<file path="config.mk">
export PLATFORM = sky130hd
export DESIGN_NAME = arbiter_rr_nway
export DESIGN_NICKNAME = d
export VERILOG_FILES = /design/src/rtl/arbiter_pkg.sv /design/src/rtl/sync_ff.sv /design/src/rtl/arbiter_rr_nway.sv
export SDC_FILE = /design/constraint.sdc
export NUM_CORES = 1
export LEC_CHECK = 0
export BUFFER_PORTS_ARGS = -buffer_cell sky130_fd_sc_hd__buf_2
export CELL_PAD_IN_SITES_DETAIL_PLACEMENT = 0
export CELL_PAD_IN_SITES_GLOBAL_PLACEMENT = 1
export CORE_MARGIN = 4
export CORE_UTILIZATION = 35
export CTS_CLUSTER_DIAMETER = 40
export DETAILED_ROUTE_END_ITERATION = 10
export MAX_ROUTING_LAYER = met4
export PLACE_DENSITY_LB_ADDON = 0.1
export SETUP_SLACK_MARGIN = 0.4
export SYNTH_ARGS = -nofsm -noshare
export SYNTH_HDL_FRONTEND = slang
export SYNTH_HIERARCHICAL = 1
export SYNTH_SLANG_ARGS = --single-unit
</file>
<file path="constraint.sdc">
create_clock -name wb_clk_i -period 2.6 [get_ports wb_clk_i]
set_clock_uncertainty 0.2 [all_clocks]
set_input_delay 0.78 -clock wb_clk_i [delete_from_list [all_inputs] [get_ports wb_clk_i]]
set_output_delay 0.78 -clock wb_clk_i [all_outputs]
set_load 0.02 [all_outputs]
</file>
<file path="src/rtl/arbiter_pkg.sv">
// Shared definitions for the round-robin N-way arbiter: FSM state encoding
// and the modulo-N pointer increment.
package arbiter_pkg;

  // Pointer arithmetic is done at a fixed width that covers N up to 16.
  localparam int unsigned PTR_W   = 4;
  localparam int unsigned STATE_W = 2;

  typedef enum logic [STATE_W-1:0] {
    ST_IDLE   = 2'd0,
    ST_WAIT_G = 2'd1,
    ST_GRANT  = 2'd2,
    ST_WAIT_R = 2'd3
  } state_t;

  // Next pointer after winner p; index n-1 wraps back to 0.
  function automatic logic [PTR_W-1:0] ptr_inc(input logic [PTR_W-1:0] p,
                                               input logic [PTR_W:0]   n);
    logic [PTR_W-1:0] r;
    if ({1'b0, p} >= n - (PTR_W + 1)'(1)) begin
      r = '0;
    end else begin
      r = p + PTR_W'(1);
    end
    return r;
  endfunction

endpackage

</file>
<file path="src/rtl/sync_ff.sv">
// Multi-stage synchroniser for asynchronous inputs, cleared asynchronously
// by an active-high clear.
module sync_ff #(
  parameter int unsigned WIDTH = 1,
  parameter int unsigned DEPTH = 2
) (
  input  logic             clk,
  input  logic             clr,
  input  logic [WIDTH-1:0] d,
  output logic [WIDTH-1:0] q
);

  logic [WIDTH-1:0] stage_q [DEPTH];

  // Shift chain: stage 0 samples the raw input, the last stage is the output.
  always_ff @(posedge clk or posedge clr) begin
    if (clr) begin
      for (int i = 0; i < DEPTH; i++) begin
        stage_q[i] <= '0;
      end
    end else begin
      stage_q[0] <= d;
      for (int i = 1; i < DEPTH; i++) begin
        stage_q[i] <= stage_q[i-1];
      end
    end
  end

  assign q = stage_q[DEPTH-1];

endmodule

</file>
<file path="src/rtl/arbiter_rr_nway.sv">
// Round-robin arbiter for N asynchronous 4-phase clients, optionally chained
// to a parent arbiter through an rc_o/gc_i handshake.
module arbiter_rr_nway
  import arbiter_pkg::*;
#(
  parameter int unsigned N           = 4,
  parameter int unsigned SYNC_STAGES = 2,
  parameter int unsigned USE_PARENT  = 1
) (
`ifdef USE_POWER_PINS
  inout  wire                  vccd1,
  inout  wire                  vssd1,
`endif
  input  logic                 wb_clk_i,
  input  logic                 wb_rst_i,
  input  logic [N-1:0]         req_i,
  output logic [N-1:0]         gnt_o,
  output logic                 rc_o,
  input  logic                 gc_i,
  output logic [$clog2(N)-1:0] gnt_id_o,
  output logic                 busy_o
);

  localparam int unsigned IDW = $clog2(N);
  localparam int unsigned SW  = IDW + 1;

  logic [N-1:0]   req_s;
  logic           gc_s;

  state_t         state_q, state_d;
  logic [N-1:0]   gnt_q, gnt_d;
  logic [IDW-1:0] id_q, id_d;
  logic [IDW-1:0] ptr_q, ptr_d;
  logic           rc_q, rc_d;
  logic           busy_q;

  logic [N-1:0]   req_rot;
  logic [IDW-1:0] offs;
  logic [SW-1:0]  sum;
  logic [IDW-1:0] win;
  logic           win_vld;

  sync_ff #(
    .WIDTH (N),
    .DEPTH (SYNC_STAGES)
  ) u_sync_req (
    .clk (wb_clk_i),
    .clr (wb_rst_i),
    .d   (req_i),
    .q   (req_s)
  );

  sync_ff #(
    .WIDTH (1),
    .DEPTH (SYNC_STAGES)
  ) u_sync_gc (
    .clk (wb_clk_i),
    .clr (wb_rst_i),
    .d   (gc_i),
    .q   (gc_s)
  );

  // Rotate requests so ptr lands on bit 0, take the lowest set bit, then
  // map the offset back to an absolute channel index.
  always_comb begin
    req_rot = N'({req_s, req_s} >> ptr_q);
    offs    = '0;
    for (int i = N - 1; i >= 0; i--) begin
      if (req_rot[i]) begin
        offs = IDW'(i);
      end
    end
    sum = {1'b0, ptr_q} + {1'b0, offs};
    if (sum >= SW'(N)) begin
      sum = sum - SW'(N);
    end
    win     = sum[IDW-1:0];
    win_vld = |req_s;
  end

  // Next-state and registered-output logic.
  always_comb begin
    state_d = state_q;
    gnt_d   = gnt_q;
    id_d    = id_q;
    ptr_d   = ptr_q;
    rc_d    = rc_q;

    case (state_q)
      ST_IDLE: begin
        if (win_vld) begin
          if (USE_PARENT != 0) begin
            rc_d    = 1'b1;
            state_d = ST_WAIT_G;
          end else begin
            gnt_d   = N'(1) << win;
            id_d    = win;
            state_d = ST_GRANT;
          end
        end
      end

      ST_WAIT_G: begin
        // All clients withdrew: give the parent request back without granting.
        if (!win_vld) begin
          rc_d    = 1'b0;
          state_d = ST_WAIT_R;
        end else if (gc_s) begin
          gnt_d   = N'(1) << win;
          id_d    = win;
          state_d = ST_GRANT;
        end
      end

      ST_GRANT: begin
        // Only the winner's request matters while the grant is held.
        if (!req_s[id_q]) begin
          gnt_d   = '0;
          rc_d    = 1'b0;
          ptr_d   = IDW'(ptr_inc(PTR_W'(id_q), (PTR_W + 1)'(N)));
          state_d = (USE_PARENT != 0) ? ST_WAIT_R : ST_IDLE;
        end
      end

      ST_WAIT_R: begin
        if (!gc_s) begin
          state_d = ST_IDLE;
        end
      end

      default: begin
        state_d = ST_IDLE;
      end
    endcase
  end

  always_ff @(posedge wb_clk_i or posedge wb_rst_i) begin
    if (wb_rst_i) begin
      state_q <= ST_IDLE;
      gnt_q   <= '0;
      id_q    <= '0;
      ptr_q   <= '0;
      rc_q    <= 1'b0;
      busy_q  <= 1'b0;
    end else begin
      state_q <= state_d;
      gnt_q   <= gnt_d;
      id_q    <= id_d;
      ptr_q   <= ptr_d;
      rc_q    <= rc_d;
      busy_q  <= (state_d != ST_IDLE);
    end
  end

  assign gnt_o    = gnt_q;
  assign gnt_id_o = id_q;
  assign rc_o     = rc_q;
  assign busy_o   = busy_q;

endmodule

</file>
==> results of run 1 <==
synthesized netlist by cell type, types with 3 or more instances:
cell type | n | area share
ha_1 | 8 | 0.086
inv_1 | 11 | 0.036
nor2_1 | 8 | 0.026
nand2_1 | 13 | 0.042
buf_4 | 4 | 0.026
o21ai_0 | 4 | 0.017
dfrtp_1 | 22 | 0.47
o31ai_1 | 5 | 0.032
nor3_1 | 3 | 0.013
nand3_1 | 3 | 0.013
a21oi_1 | 9 | 0.039
through the flow:
stage	hold slack, ps	cells
after global placement	133	169
after floorplan	131	117
after detailed placement	135	169
after CTS	119	172
final	131	177
after global routing	107	177
layer usage:
metal / GRT usage / wire length, um
met3: 0.0274 / 108
met4: 0.0466 / 19
met5: - / 0
met2: 0.192 / 1090
met1: 0.138 / 996
power by group:
| part | internal, mW | switching (mW) |
|---|---|---|
| combinational | 0.323 | 0.439 |
| clock | 0.0540 | 0.0958 |
| sequential | 0.440 | 0.0887 |
cell families after synthesis:
group                      after synthesis
adders and majority gates                8
and+or+nand+nor                         35
buffers and inverters                   17
muxes                                    3
xor gates and xnor gates                 2
AOI/OAI and AO/OA                       30
DFF                                     22
repair_timing:
action,CTS,global route
endpoints found under the setup margin,1,5
resized for setup,1,9
pin swaps,0,1
setup buffers,0,5
gates cloned,0,0
sequential cells by signal, summed over array words and instances, names as in the netlist:
signal	flops
u_sync_req/q	4
state_q	2
gnt_o	4
u_sync_gc/stage_q	1
busy_o	1
gnt_id_o	2
u_sync_req/stage_q	4
ptr_q	2
rc_o	1
u_sync_gc/q	1
cell usage in the layout, fill, tap and decap left out, drive strengths merged, types with 3 or more instances in the layout:
cell type	count
ha	8
nor2	9
inv	11
nand2	13
o21ai	5
a21oi	10
nand3	3
buf	19
o31ai	5
clkbuf	3
dfrtp	22
nor3	3
worst reg2reg max path: cells and delay by family, from the launching register on:
family,cells,cell delay [ps]
AOI/OAI and AO/OA,4,610
DFF,1,470
adders and majority gates,1,240
xor gates and xnor gates,1,190
buffers and inverters,1,150
and+or+nand+nor,1,150
path summary, 6_finish.rpt:
kind,start,end,slack (ps),cells after the start
max in group asynchronous,wb_rst_i,ptr_q[1]$_DFFE_PP0P_,1560,2
setup reg to reg,ptr_q[1]$_DFFE_PP0P_,gnt_o[0]$_DFFE_PP0P_,510,8
setup / recovery,ptr_q[1]$_DFFE_PP0P_,gnt_o[0]$_DFFE_PP0P_,510,8
hold / removal,wb_rst_i,u_sync_gc/stage_q[1]$_DFF_PP0_,130,2
min in group wb_clk_i,u_sync_req/stage_q[5]$_DFF_PP0_,u_sync_req/q[1]$_DFF_PP0_,160,0
hold reg to reg,u_sync_req/stage_q[5]$_DFF_PP0_,u_sync_req/q[1]$_DFF_PP0_,160,0
layout make-up:
type / count / area [um2]
clock buffers: 3 / 22.5
flip-flops and latches: 22 / 556
well taps: 44 / 55.1
fillers: 328 / 1760
repair buffers: 19 / 108
inverters: 11 / 41.3
multi-input cells: 78 / 559
==> results.tsv, run 1 <==
metric	value	unit
Post-route DRC	0	
Worst path most repeated cell	a21oi_1	
Worst EP arrival	2110	ps
critical path's top delay family	compound AO/OA/AOI/OAI gates	
crit end category	register	
Slew Limit Fails	0	
setup TNS	0	ps
outcome	finished clean	
Critical Path RT	2620	ps
IO Port Bufs	14	
CTS Sinks	22	
Die ar.	4300	um2
Yosys reg bits	22	
RePlAce Congestion	0.739	
Post-synth EDFFs	0	
Netlist cell types	34	
largest family of logic cells by synthesized area	compound AO/OA/AOI/OAI gates	
unrepaired setup endpoints after global routing	no	
Final period util	0.802	
initial antenna violation count	0	
Ports	15	
Die W	65.6	um
design area	1340	um2
Clk Tree Root Cell	clkbuf_4	
total power	1.44	mW
Hold Vio Cnt, Final	0	
Core Util, Final	0.432	
Tot GR Track Use	0.117	
TritonCTS Buffers	3	
synth warn	6	
Final setup viols	0	
GRT overflow	0	
starting density of the core	0.374	
startpoint types	register	
drt pass-1 iters	4	
CTS clk-pin slew, worst paths	120	ps
Synth Area in XOR/XNOR	0.0151	
Synth Area in Adders	0.0863	
Die Y	65.6	um
synthesized area	1160	um2
CP max stage cell	dfrtp_2	
critical path, cell by cell	buf_4 -> nor2_1 -> a21oi_1 -> a21oi_1 -> ha_2 -> xor2_2 -> a21oi_1 -> o31ai_1	
VDD IR max	344	uV
Worst Max-Slew Pin Slew	460	ps
Layout area overhead	15.6	%
CTS Buffer Depth	2	
# rows	20	
Via density	4.92	
Placement Setup Slack	401	ps
PwrDens	1070	nW/um2
Post-DRT Antenna Nets	0	
ratio of cells with drive above 1 in the final layout	0.278	
largest net degree at the start of global routing	13	
Synth async-reset ratio	1.00	
CTS H-Tree Depth	1	
syn avg cell area	9.91	um2
mux contribution to synthesized area	0.0378	
vias in the first global route	812	
Routed WL per cell	12.5	um
Leak	0.616	nW
HPWL after detailed placement	1710	um
cts hold-fix bufs	0	
post-synthesis sequential area ratio	0.475	
Fmax	479	MHz
clock latency on the worst-skew pair	300	ps
Synth Net Count	132	
Synth Area in Compound Gates	0.170	
Final Critical Period	2090	ps
Worst Path Buf+Inv	1	
fin worst setup slack	514	ps
Worst Hold Class	in2async	
Post-Place Cell Area	1240	um2
most used flip-flop cell after synthesis	dfrtp_1	
Iter 0 DRT Violations	18	
DRT Wirelength	2220	um
nets@finish	150	
Vias	870	
Std-Cell Core Area	3100	um2
synthesized instance count	117	
CTS tree	yes	
crit-path max cell delay	470	ps
global-route wire length before repair	3680	um
Max-slew headroom	0.691	
kind of critical path	reg2reg	
simple-gate portion of the synthesized area	0.146	
ANT cells	0	
largest fanout on the critical path	7	
max_cap viols	0	
No activity file was read; power rests on OpenSTA's default activity.
==> inputs of run 2 (changes only) <==
Clock period 2.6 ns to 1.9 ns, I/O delays scaled along.
==> results.tsv, run 2 (synthesis gave the netlist of run 1 again) <==
metric	value	unit
TritonCTS Buffers	3	
DRT Wirelength	2740	um
Final Critical Period	2060	ps
Post-Place Cell Area	1420	um2
commonest non-fill, non-tap cell in the layout	buf_4	
Tot GR Track Use	0.141	
Die ar.	4300	um2
CTS tree	yes	
Worst EP arrival	2070	ps
fillers	294	
Max-slew headroom	0.686	
Placement Setup Slack	-150	ps
ANT cells	0	
Die W	65.6	um
largest fanout on the critical path	4	
crit end category	register	
max_cap viols	0	
CTS clk-pin slew, worst paths	120	ps
clock latency on the worst-skew pair	310	ps
GRT overflow	0	
HPWL after detailed placement	1900	um
Slew Limit Fails	0	
register area	554	um2
Hold Slack	159	ps
PwrDens	1450	nW/um2
Via density	4.78	
# rows	20	
Layout area overhead	51.6	%
nets@finish	181	
Die Y	65.6	um
vias in the first global route	1006	
Fmax	486	MHz
Clk Tree Root Cell	clkbuf_4	
outcome	finished, violations left	
fin worst setup slack	-159	ps
failing checks	setup timing	
total power	2.55	mW
multi-input logic area	654	um2
VDD IR max	628	uV
global-route wire length before repair	4580	um
Final period util	1.08	
unrepaired setup endpoints after global routing	yes	
kind of critical path	reg2reg	
Critical Path RT	1910	ps
largest net degree at the start of global routing	13	
Leak	0.807	nW
drt pass-1 iters	4	
startpoint types	register	
ratio of cells with drive above 1 in the final layout	0.521	
Post-DRT Antenna Nets	0	
Vias	998	
RePlAce Congestion	0.857	
CTS Sinks	22	
Core Util, Final	0.567	
IO Port Bufs	14	
CTS Buffer Depth	2	
Worst Max-Slew Pin Slew	470	ps
CTS H-Tree Depth	1	
starting density of the core	0.374	
Ports	15	
Worst Hold Class	in2reg	
r2r setup slk	-160	ps
Hold Vio Cnt, Final	0	
design area	1760	um2
initial antenna violation count	0	
Final setup viols	10	
Std-Cell Core Area	3100	um2
Routed WL per cell	13.1	um
Post-route DRC	0	
commonest cells after routing, fill and taps aside	buf_4, dfrtp_1, buf_6	
Iter 0 DRT Violations	36	
==> run 2: critical path: stages, from the launching register on <==
cell and delay [ps]:
dfrtp_1 440, buf_4 140, buf_6 100, mux4_2 290
nor2_4 70, buf_6 110, o41a_1 410, or2_1 210
==> run 2: what timing repair did <==
item | 4_1_cts | 5_1_grt
pin swaps | 9 | 11
setup endpoints to repair | 20 | 20
hold buffers | 1 | 0
buffers inserted | 8 | 11
resized for setup | 36 | 11
hold endpoints to repair | 10 | 0
==> run 2: layer usage <==
metal	GRT usage	up-vias	part of all wire
li1	-	499	-
met1	0.169	482	0.45
met2	0.247	17	0.52
met3	0.0256	0	0.026
met4	0.0311	0	0
met5	-	-	0
==> run 2: area by class of cell <==
class	count	area share
flip-flops and latches	22	0.315
multi-input cells	78	0.372
clock buffers	4	0.0149
inverters	11	0.0235
well taps	44	0.0313
repair buffers	50	0.243
==> run 2: worst paths after layout <==
check                                                 from                              to  cells past startpoint
setup / recovery                 u_sync_req/q[1]$_DFF_PP0_                busy_o$_DFF_PP0_                      7
hold / removal                                        gc_i  u_sync_gc/stage_q[1]$_DFF_PP0_                      1
setup reg to reg                 u_sync_req/q[1]$_DFF_PP0_                busy_o$_DFF_PP0_                      7
hold reg to reg            u_sync_req/stage_q[6]$_DFF_PP0_       u_sync_req/q[2]$_DFF_PP0_                      0
max in group asynchronous                         wb_rst_i         gnt_id_o[0]$_DFFE_PP0P_                      3
min in group asynchronous                         wb_rst_i           u_sync_gc/q$_DFF_PP0_                      3
==> run 2: report_power, final <==
group | internal (mW) | leakage, nW | switching (mW)
registers | 0.604 | 0.262 | 0.106
logic | 0.831 | 0.530 | 0.783
clock network | 0.0819 | 0.0150 | 0.141
==> run 2: stage by stage <==
step / TNS, ps / std cells
floorplan: -306 / 117
global route: -1830 / 209
CTS: -377 / 198
global placement: -730 / 185
finish: -1090 / 209
detailed placement: -760 / 185
==> inputs of run 3 (changes only) <==
Clock period 1.9 ns to 1.97 ns, I/O delays scaled along.
==> results.tsv, run 3 (synthesis gave the netlist of run 1 again) <==
metric	value	unit
outcome	finished, violations left	
failing checks	setup timing	
Leak	0.712	nW
Ports	15	
Post-DRT Antenna Nets	0	
critical path, cell by cell	nor2_1 -> a21oi_1 -> a21oi_1 -> ha_2 -> xor2_4 -> a21oi_2 -> o31ai_1	
IO Port Bufs	14	
Hold Vio Cnt, Final	0	
CP Depth	7	
CTS clk-pin slew, worst paths	130	ps
vias in the first global route	967	
most used routing layer	met2	
Routed WL per cell	12.7	um
Layout area overhead	38.6	%
Worst Max-Slew Pin Slew	479	ps
Final Critical Period	2000	ps
Die Y	65.6	um
largest fanout on the critical path	5	
Worst Hold Class	reg2reg	
Placement Setup Slack	-105	ps
commonest non-fill, non-tap cell in the layout	dfrtp_1	
DRT Wirelength	2410	um
design area	1610	um2
Final period util	1.01	
HPWL after detailed placement	1840	um
Clk Tree Root Cell	clkbuf_4	
Final setup viols	4	
clock latency on the worst-skew pair	300	ps
met3 GRT Util	0.0308	
Worst EP arrival	2020	ps
Critical Path RT	2000	ps
GR Util met1	0.157	
VDD IR max	599	uV
Max-slew headroom	0.681	
max_cap viols	0	
Hold Slack	160	ps
TritonCTS Buffers	3	
Core Util, Final	0.518	
fin worst setup slack	-26.4	ps
unrepaired setup endpoints after global routing	yes	
# rows	20	
Iter 0 DRT Violations	37	
PwrDens	1430	nW/um2
crit-path max cell delay	460	ps
CP max stage cell	dfrtp_2	
ANT cells	0	
register area	558	um2
nets@finish	162	
initial antenna violation count	0	
Via density	4.83	
Fmax	501	MHz
CTS H-Tree Depth	1	
Vias	918	
largest net degree at the start of global routing	13	
Slew Limit Fails	0	
multi-input logic area	652	um2
crit end category	register	
drt pass-1 iters	4	
global-route wire length before repair	4280	um
Worst Path Buf+Inv	0	
startpoint types	register	
critical path's top delay family	compound AO/OA/AOI/OAI gates	
Die W	65.6	um
Worst path most repeated cell	a21oi_1	
CTS Sinks	22	
Reg2Reg Depth	7	
fillers	321	
commonest cells after routing, fill and taps aside	dfrtp_1, buf_6, buf_4	
starting density of the core	0.374	
met2 usage	0.230	
GRT overflow	0	
Die ar.	4300	um2
ratio of cells with drive above 1 in the final layout	0.466	
Hold Crit Depth	0	
kind of critical path	reg2reg	
Post-Place Cell Area	1360	um2
Post-route DRC	0	
CTS tree	yes	
Tot GR Track Use	0.133	
RePlAce Congestion	0.792	
Std-Cell Core Area	3100	um2
CTS Buffer Depth	2	
## run 3: worst register-to-register path, cell delays in order (launching register included)
cell	delay, ps
dfrtp_2	460
nor2_1	220
a21oi_1	110
a21oi_1	160
ha_2	280
xor2_4	200
a21oi_2	70
o31ai_1	230
## run 3: final timing paths
kind                                                 start  slack, ps                              to
hold reg to reg            u_sync_req/stage_q[5]$_DFF_PP0_        160       u_sync_req/q[1]$_DFF_PP0_
setup reg to reg                 u_sync_req/q[1]$_DFF_PP0_        -30            gnt_o[1]$_DFFE_PP0P_
setup / recovery                 u_sync_req/q[1]$_DFF_PP0_        -30            gnt_o[1]$_DFFE_PP0P_
hold / removal             u_sync_req/stage_q[5]$_DFF_PP0_        160       u_sync_req/q[1]$_DFF_PP0_
max in group asynchronous                         wb_rst_i        580         gnt_id_o[0]$_DFFE_PP0P_
min in group asynchronous                         wb_rst_i        470  u_sync_gc/stage_q[1]$_DFF_PP0_
## run 3: area by class of cell
type / instances / share of cell area
Timing Repair Buffer: 31 / 0.165
Inverter: 11 / 0.0257
Multi-Input combinational cell: 78 / 0.405
Tap cell: 44 / 0.0342
Clock buffer: 4 / 0.0226
Sequential cell: 22 / 0.347
## run 3: power breakdown
group | total, mW | internal (mW) | switching (mW)
Sequential | 0.723 | 0.585 | 0.139
Combinational | 1.32 | 0.639 | 0.685
Clock | 0.248 | 0.113 | 0.135
## run 3: timing repair
item	in CTS	in global routing
endpoints found under the hold margin	2	0
pin swaps	6	11
resized for setup	26	15
hold buffers	1	0
setup buffers	4	4
setup endpoints to repair	20	20
## run 3: layer usage
layer / routed length (um) / share of wire
met5: 0 / 0
met1: 1080 / 0.45
met4: 11 / 0.0046
met3: 83 / 0.034
met2: 1240 / 0.51
## run 3: metrics by stage
stage / power [mW] / TNS, ps / cells
2_1_floorplan: 1.49 / -20.7 / 117
5_1_grt: 2.49 / -705 / 190
3_3_place_gp: 1.74 / -327 / 177
4_1_cts: 2.17 / -84.4 / 186
3_5_place_dp: 1.75 / -389 / 177
6_report: 2.29 / -79.2 / 190
